File: src/rtl/seq_pkg.sv
//------------------------------------------------------------------------------
// Module : seq_pkg
// Brief  : Shared types and constants for the sequence-detector front end.
// Rev    : 1.0
//------------------------------------------------------------------------------
`default_nettype none

package seq_pkg;

  typedef enum logic [0:0] {
    S_IDLE  = 1'b0,
    S_SHIFT = 1'b1
  } ser_state_t;

  localparam int   c_default_width = 8;
  // Fill level seen by the detector whenever no word is being shifted.
  localparam logic c_idle_bit      = 1'b0;

  function automatic int cnt_width(input int width);
    return (width < 2) ? 1 : $clog2(width);
  endfunction

endpackage

`default_nettype wire

File: src/rtl/seq_serializer_if.sv
//------------------------------------------------------------------------------
// Module : seq_serializer_if
// Brief  : Load handshake and serial output bundle of the serializer.
// Rev    : 1.0
//------------------------------------------------------------------------------
`default_nettype none

interface seq_serializer_if #(
  parameter int WIDTH = seq_pkg::c_default_width
);

  logic [WIDTH-1:0] data_in;
  logic             load_valid;
  logic             load_ready;
  logic             x_out;
  logic             x_valid;
  logic             busy;

  modport master (
    output data_in,
    output load_valid,
    input  load_ready,
    input  x_out,
    input  x_valid,
    input  busy
  );

  modport slave (
    input  data_in,
    input  load_valid,
    output load_ready,
    output x_out,
    output x_valid,
    output busy
  );

endinterface

`default_nettype wire

File: src/rtl/seq_hold_buf.sv
//------------------------------------------------------------------------------
// Module : seq_hold_buf
// Brief  : One-entry WIDTH-bit holding register with a full flag.
// Rev    : 1.0
//------------------------------------------------------------------------------
`default_nettype none

module seq_hold_buf #(
  parameter int WIDTH = seq_pkg::c_default_width
) (
  input  logic             clock,
  input  logic             reset,
  input  logic             wr_en,
  input  logic [WIDTH-1:0] wr_data,
  input  logic             rd_en,
  output logic [WIDTH-1:0] rd_data,
  output logic             full
);

  logic [WIDTH-1:0] r_data;
  logic             r_full;

  // A write and a read never coincide: writes need the buffer empty,
  // reads need it full.
  always_ff @(posedge clock or posedge reset) begin
    if (reset) begin
      r_data <= '0;
      r_full <= 1'b0;
    end else if (wr_en) begin
      r_data <= wr_data;
      r_full <= 1'b1;
    end else if (rd_en) begin
      r_full <= 1'b0;
    end
  end

  assign rd_data = r_data;
  assign full    = r_full;

endmodule

`default_nettype wire

File: src/rtl/seq_serializer.sv
//------------------------------------------------------------------------------
// Module : seq_serializer
// Brief  : Parallel-to-serial front end feeding the sequence detector input.
// Rev    : 1.0
//------------------------------------------------------------------------------
`default_nettype none

module seq_serializer
  import seq_pkg::*;
#(
  parameter int   WIDTH     = c_default_width,
  parameter bit   MSB_FIRST = 1'b1,
  parameter logic IDLE_BIT  = c_idle_bit
) (
  input  logic             clock,
  input  logic             reset,
  seq_serializer_if.slave  bus
);

  localparam int                 c_cnt_w   = cnt_width(WIDTH);
  localparam logic [c_cnt_w-1:0] c_cnt_max = c_cnt_w'(WIDTH - 1);

  ser_state_t         r_state;
  ser_state_t         w_state_nxt;
  logic [WIDTH-1:0]   r_shift;
  logic [WIDTH-1:0]   w_shift_nxt;
  logic [WIDTH-1:0]   w_shifted;
  logic [c_cnt_w-1:0] r_cnt;
  logic [c_cnt_w-1:0] w_cnt_nxt;
  logic               w_head;
  logic               w_accept;
  logic               w_hold_wr;
  logic               w_hold_rd;
  logic               w_hold_full;
  logic [WIDTH-1:0]   w_hold_data;

  // Ready depends only on the hold flag, so no path from load_valid.
  assign w_accept = bus.load_valid && !w_hold_full;

  generate
    if (MSB_FIRST) begin : g_msb_first
      assign w_head    = r_shift[WIDTH-1];
      assign w_shifted = {r_shift[WIDTH-2:0], 1'b0};
    end else begin : g_lsb_first
      assign w_head    = r_shift[0];
      assign w_shifted = {1'b0, r_shift[WIDTH-1:1]};
    end
  endgenerate

  seq_hold_buf #(
    .WIDTH (WIDTH)
  ) u_hold (
    .clock   (clock),
    .reset   (reset),
    .wr_en   (w_hold_wr),
    .wr_data (bus.data_in),
    .rd_en   (w_hold_rd),
    .rd_data (w_hold_data),
    .full    (w_hold_full)
  );

  always_ff @(posedge clock or posedge reset) begin
    if (reset) begin
      r_state <= S_IDLE;
      r_shift <= '0;
      r_cnt   <= '0;
    end else begin
      r_state <= w_state_nxt;
      r_shift <= w_shift_nxt;
      r_cnt   <= w_cnt_nxt;
    end
  end

  always_comb begin
    w_state_nxt = r_state;
    w_shift_nxt = r_shift;
    w_cnt_nxt   = r_cnt;
    w_hold_wr   = 1'b0;
    w_hold_rd   = 1'b0;
    case (r_state)
      S_IDLE: begin
        if (w_accept) begin
          w_shift_nxt = bus.data_in;
          w_cnt_nxt   = c_cnt_max;
          w_state_nxt = S_SHIFT;
        end
      end
      S_SHIFT: begin
        if (r_cnt != '0) begin
          w_shift_nxt = w_shifted;
          w_cnt_nxt   = r_cnt - c_cnt_w'(1);
          w_hold_wr   = w_accept;
        end else if (w_hold_full) begin
          w_hold_rd   = 1'b1;
          w_shift_nxt = w_hold_data;
          w_cnt_nxt   = c_cnt_max;
        end else if (w_accept) begin
          // Last bit and a fresh word on the same edge: no fill bit between.
          w_shift_nxt = bus.data_in;
          w_cnt_nxt   = c_cnt_max;
        end else begin
          w_state_nxt = S_IDLE;
        end
      end
      default: begin
        w_state_nxt = S_IDLE;
      end
    endcase
  end

  assign bus.load_ready = !w_hold_full;
  assign bus.x_valid    = (r_state == S_SHIFT);
  assign bus.x_out      = (r_state == S_SHIFT) ? w_head : IDLE_BIT;
  assign bus.busy       = (r_state == S_SHIFT) || w_hold_full;

endmodule

`default_nettype wire
File: src/flat_wrapper.sv
// flat-port wrapper written by rule: the top's interface ports become plain ports
module seq_serializer_flat import seq_pkg::*;
#(
  parameter int   WIDTH     = c_default_width,
  parameter bit   MSB_FIRST = 1'b1,
  parameter logic IDLE_BIT  = c_idle_bit
)
  (clock, reset, bus_data_in, bus_load_valid, bus_load_ready, bus_x_out, bus_x_valid, bus_busy);
  seq_serializer_if #(.WIDTH(WIDTH)) bus_i ();
  input  logic clock;
  input  logic reset;
  input wire logic [$bits(bus_i.data_in)-1:0] bus_data_in;
  input wire logic [$bits(bus_i.load_valid)-1:0] bus_load_valid;
  output wire logic [$bits(bus_i.load_ready)-1:0] bus_load_ready;
  output wire logic [$bits(bus_i.x_out)-1:0] bus_x_out;
  output wire logic [$bits(bus_i.x_valid)-1:0] bus_x_valid;
  output wire logic [$bits(bus_i.busy)-1:0] bus_busy;
  assign bus_i.data_in = bus_data_in;
  assign bus_i.load_valid = bus_load_valid;
  assign bus_load_ready = bus_i.load_ready;
  assign bus_x_out = bus_i.x_out;
  assign bus_x_valid = bus_i.x_valid;
  assign bus_busy = bus_i.busy;
  seq_serializer #(.WIDTH(WIDTH), .MSB_FIRST(MSB_FIRST), .IDLE_BIT(IDLE_BIT)) u_core (.clock(clock), .reset(reset), .bus(bus_i));
endmodule
File: config.mk
export PLATFORM = sky130hd
export DESIGN_NAME = seq_serializer_flat
export DESIGN_NICKNAME = d
export VERILOG_FILES = /design/src/rtl/seq_pkg.sv /design/src/rtl/seq_serializer_if.sv /design/src/rtl/seq_hold_buf.sv /design/src/rtl/seq_serializer.sv /design/src/flat_wrapper.sv
export SDC_FILE = /design/constraint.sdc
export NUM_CORES = 1
export LEC_CHECK = 0
export BUFFER_PORTS_ARGS = -buffer_cell sky130_fd_sc_hd__buf_2
export CAP_MARGIN = 20
export CORE_UTILIZATION = 59
export DETAILED_ROUTE_END_ITERATION = 8
export GPL_ROUTABILITY_DRIVEN = 0
export PLACE_DENSITY = 0.82
export SYNTH_ARGS = -nofsm -noshare
export SYNTH_HDL_FRONTEND = slang
export SYNTH_SLANG_ARGS = --single-unit
export TNS_END_PERCENT = 50
File: constraint.sdc
create_clock -name clock -period 2.05 [get_ports clock]
set_input_delay 0.615 -clock clock [delete_from_list [all_inputs] [get_ports clock]]
set_output_delay 0.615 -clock clock [all_outputs]
set_load 0.005 [all_outputs]
==> flow_summary.toml <==
[clock_network]
numCtsBuffers = 3
clk_path_buf_depth = 2
numClockSinks = 21
cts_root_buf = "clkbuf_4"
path_clk_slew_ns = 0.12
ctsHoldBuffers = 0
post_cts_buffers = 0
cts_tree = "done"
post_cts_resized = 0
htree_levels = 1
insertion_delay_ns = 0.30

[cells_and_area]
multi_input_area_um2 = 455.4
fin_area_um2 = 1139
final_common_cell = "dfrtp_1"
regArea_um2 = 525.5
nets = 123
syn2layout_area_growth_pct = 9.506
fillCellCount = 107
drive_gt1_frac = 0.3119
diodes = 0
final_cell_mix = "21 x dfrtp_1, 15 x nand2_1, 14 x buf_2"

[sta]
finalHoldViolCount = 0
rsz0062_at_grt = "no"
fmax_mhz = 534.4
worstMarginPinSlew_ns = 0.4259
maxSlewViolCount = 0
setup_viol = 0
hold_slack_ns = 0.3085
setup_tns_ns = 0
min_period_ns = 1.871
max_slew_margin = 0.7160
skew_ns = 0.004641
finalCritPeriodShare = 0.9128

[critical_path]
cpMaxStageDelayCell = "dfrtp_1"
startpoint_type = "flop"
crit_chain = "or2_2 > buf_2"
crit_path_end_kind = "output pin"
slowest_delay_ns = 0.51
cp_max_fo = 9
crit_type = "reg2out"
cp.required_ns = 1.43
critPathArrivalTime_ns = 1.26

[drt]
via_per_inst = 6.128
wl_mm = 1.931
dr.first_iter.drc_count = 26
drc = 0
wl_per_cell_um = 15.45
dr.pass1.iters = 6
vias = 766
ant_nets = 0

[yosys]
yosysWarningCount = 0
syn-num-nets = 107
yosysTopAreaCellShare = 0.5054
syn_inst = 94
syn_avg_cell_area_um2 = 11.06
yosys.area.top_type = "dfrtp_1"
synthTopCellsByArea = "dfrtp_1 51%, mux2_2 8.7%, a32oi_1 5.9%"
ys_seq_elements = 21
yosysSeqAreaShare = 0.5054
syn_area_um2 = 1040
ys_types = 31

[floorplanning]
num_io_pins = 15
die_width_um = 43.98
initial_core_util = 0.6595
rows = 14
die_y_um = 43.98
die_area_um2 = 1934
coreArea_um2 = 1577

[power_and_ir_drop]
leakage_nw = 0.5132
vdd_drop_max_uv = 1036
power_density_nw_per_um2 = 1523
totalPowerFinal_mw = 1.734

[flow_run]
drv_cap = 0

[global_routing]
antenna_found_initial = 0
grt_pass1_wl_mm = 3.298
first_global_vias = 728
grt_max_degree = 22
grt_usage = 0.2347
gr-total-overflow = 0

[placement]
hpwl_mm = 1.366
placed_area_um2 = 1109
io_buffers = 14

[hold_path]
hold_class = "in2async"

[run_status]
outcome = "finished clean"
-- logic make-up after synthesis --
| group | after synthesis | share of synthesized area |
|---|---|---|
| adders and majority gates | 2 | 0.02406 |
| and+or+nand+nor | 28 | 0.1504 |
| AOI/OAI and AO/OA | 24 | 0.1673 |
| DFF | 21 | 0.5054 |
| buffers and inverters | 10 | 0.05655 |
| muxes | 9 | 0.09627 |
-- report_power, final --
part	internal, mW	switching (mW)
Clock	0.0742	0.130
Combinational	0.385	0.375
Sequential	0.620	0.150
-- layout make-up --
class                      count  share of cell area
sequential                    21              0.4615
multi-input combinational     63              0.4000
timing repair buffer          17             0.08132
clock buffer                   3             0.01978
tap                           16             0.01758
inverter                       4             0.01319
clock inverter                 1            0.006593
-- worst max-delay path: cells and delay by family (launching register included) --
| kind | cells | cell delay, ns |
|---|---|---|
| buffers and inverters | 1 | 0.13 |
| DFF | 1 | 0.51 |
| and+or+nand+nor | 1 | 0.33 |
-- cell usage after synthesis (all sizes together) --
| library cell | n |
|---|---|
| dfrtp | 21 |
| nand2 | 15 |
| mux2 | 8 |
| a32oi | 7 |
| o22ai | 7 |
| buf | 5 |
| inv | 4 |
| a21oi | 2 |
| a2bb2oi | 2 |
| a31oi | 2 |
| and3 | 2 |
| ha | 2 |
| nand2b | 2 |
| nor2b | 2 |
| o21ai | 2 |
| a21boi | 1 |
| a21o | 1 |
| and2 | 1 |
| clkbuf | 1 |
| mux2i | 1 |
| nand3 | 1 |
| nand3b | 1 |
| nand4 | 1 |
| nor2 | 1 |
| nor3 | 1 |
| or2 | 1 |
-- sequential cells by signal, summed over array words and instances, names as in the netlist --
register and cells:
u_core.r_shift 8, u_core.u_hold.rd_data 8, u_core.r_cnt 3, u_core.bus.x_valid 1, u_core.u_hold.full 1
-- routing by layer --
layer / part of all wire / wire [um] / GRT usage
met2: 0.48 / 920 / 0.3731
met3: 0.053 / 103 / 0.02500
met1: 0.46 / 894 / 0.3406
met4: 0.0067 / 13 / 0.07273
met5: 0 / 0 / 0
-- path summary, 6_finish.rpt --
check | startpoint | to | slack (ns) | depth (start not counted)
hold reg to reg | u_core.u_hold.rd_data[7] | u_core.u_hold.rd_data[7] | 0.52 | 1
min in group clock | u_core.u_hold.rd_data[7] | u_core.u_hold.rd_data[7] | 0.52 | 1
setup reg to reg | u_core.r_cnt[0] | u_core.r_shift[2] | 0.39 | 6
hold / removal | reset | u_core.r_shift[4] | 0.31 | 3
max in group asynchronous | reset | u_core.u_hold.rd_data[1] | 1.52 | 3
setup / recovery | u_core.u_hold.full | bus_busy | 0.18 | 2
-- metrics by stage --
| step | utilization | std cells | worst slack [ns] |
|---|---|---|---|
| after floorplan | - | 94 | 0.4946 |
| after global placement | 0.7032 | 121 | 0.4399 |
| after detailed placement | 0.7032 | 121 | 0.4097 |
| after CTS | 0.7222 | 125 | 0.1538 |
| after global routing | 0.7222 | 125 | 0.1240 |
| final | 0.7222 | 125 | 0.1788 |
(Power assumes the default switching activity.)
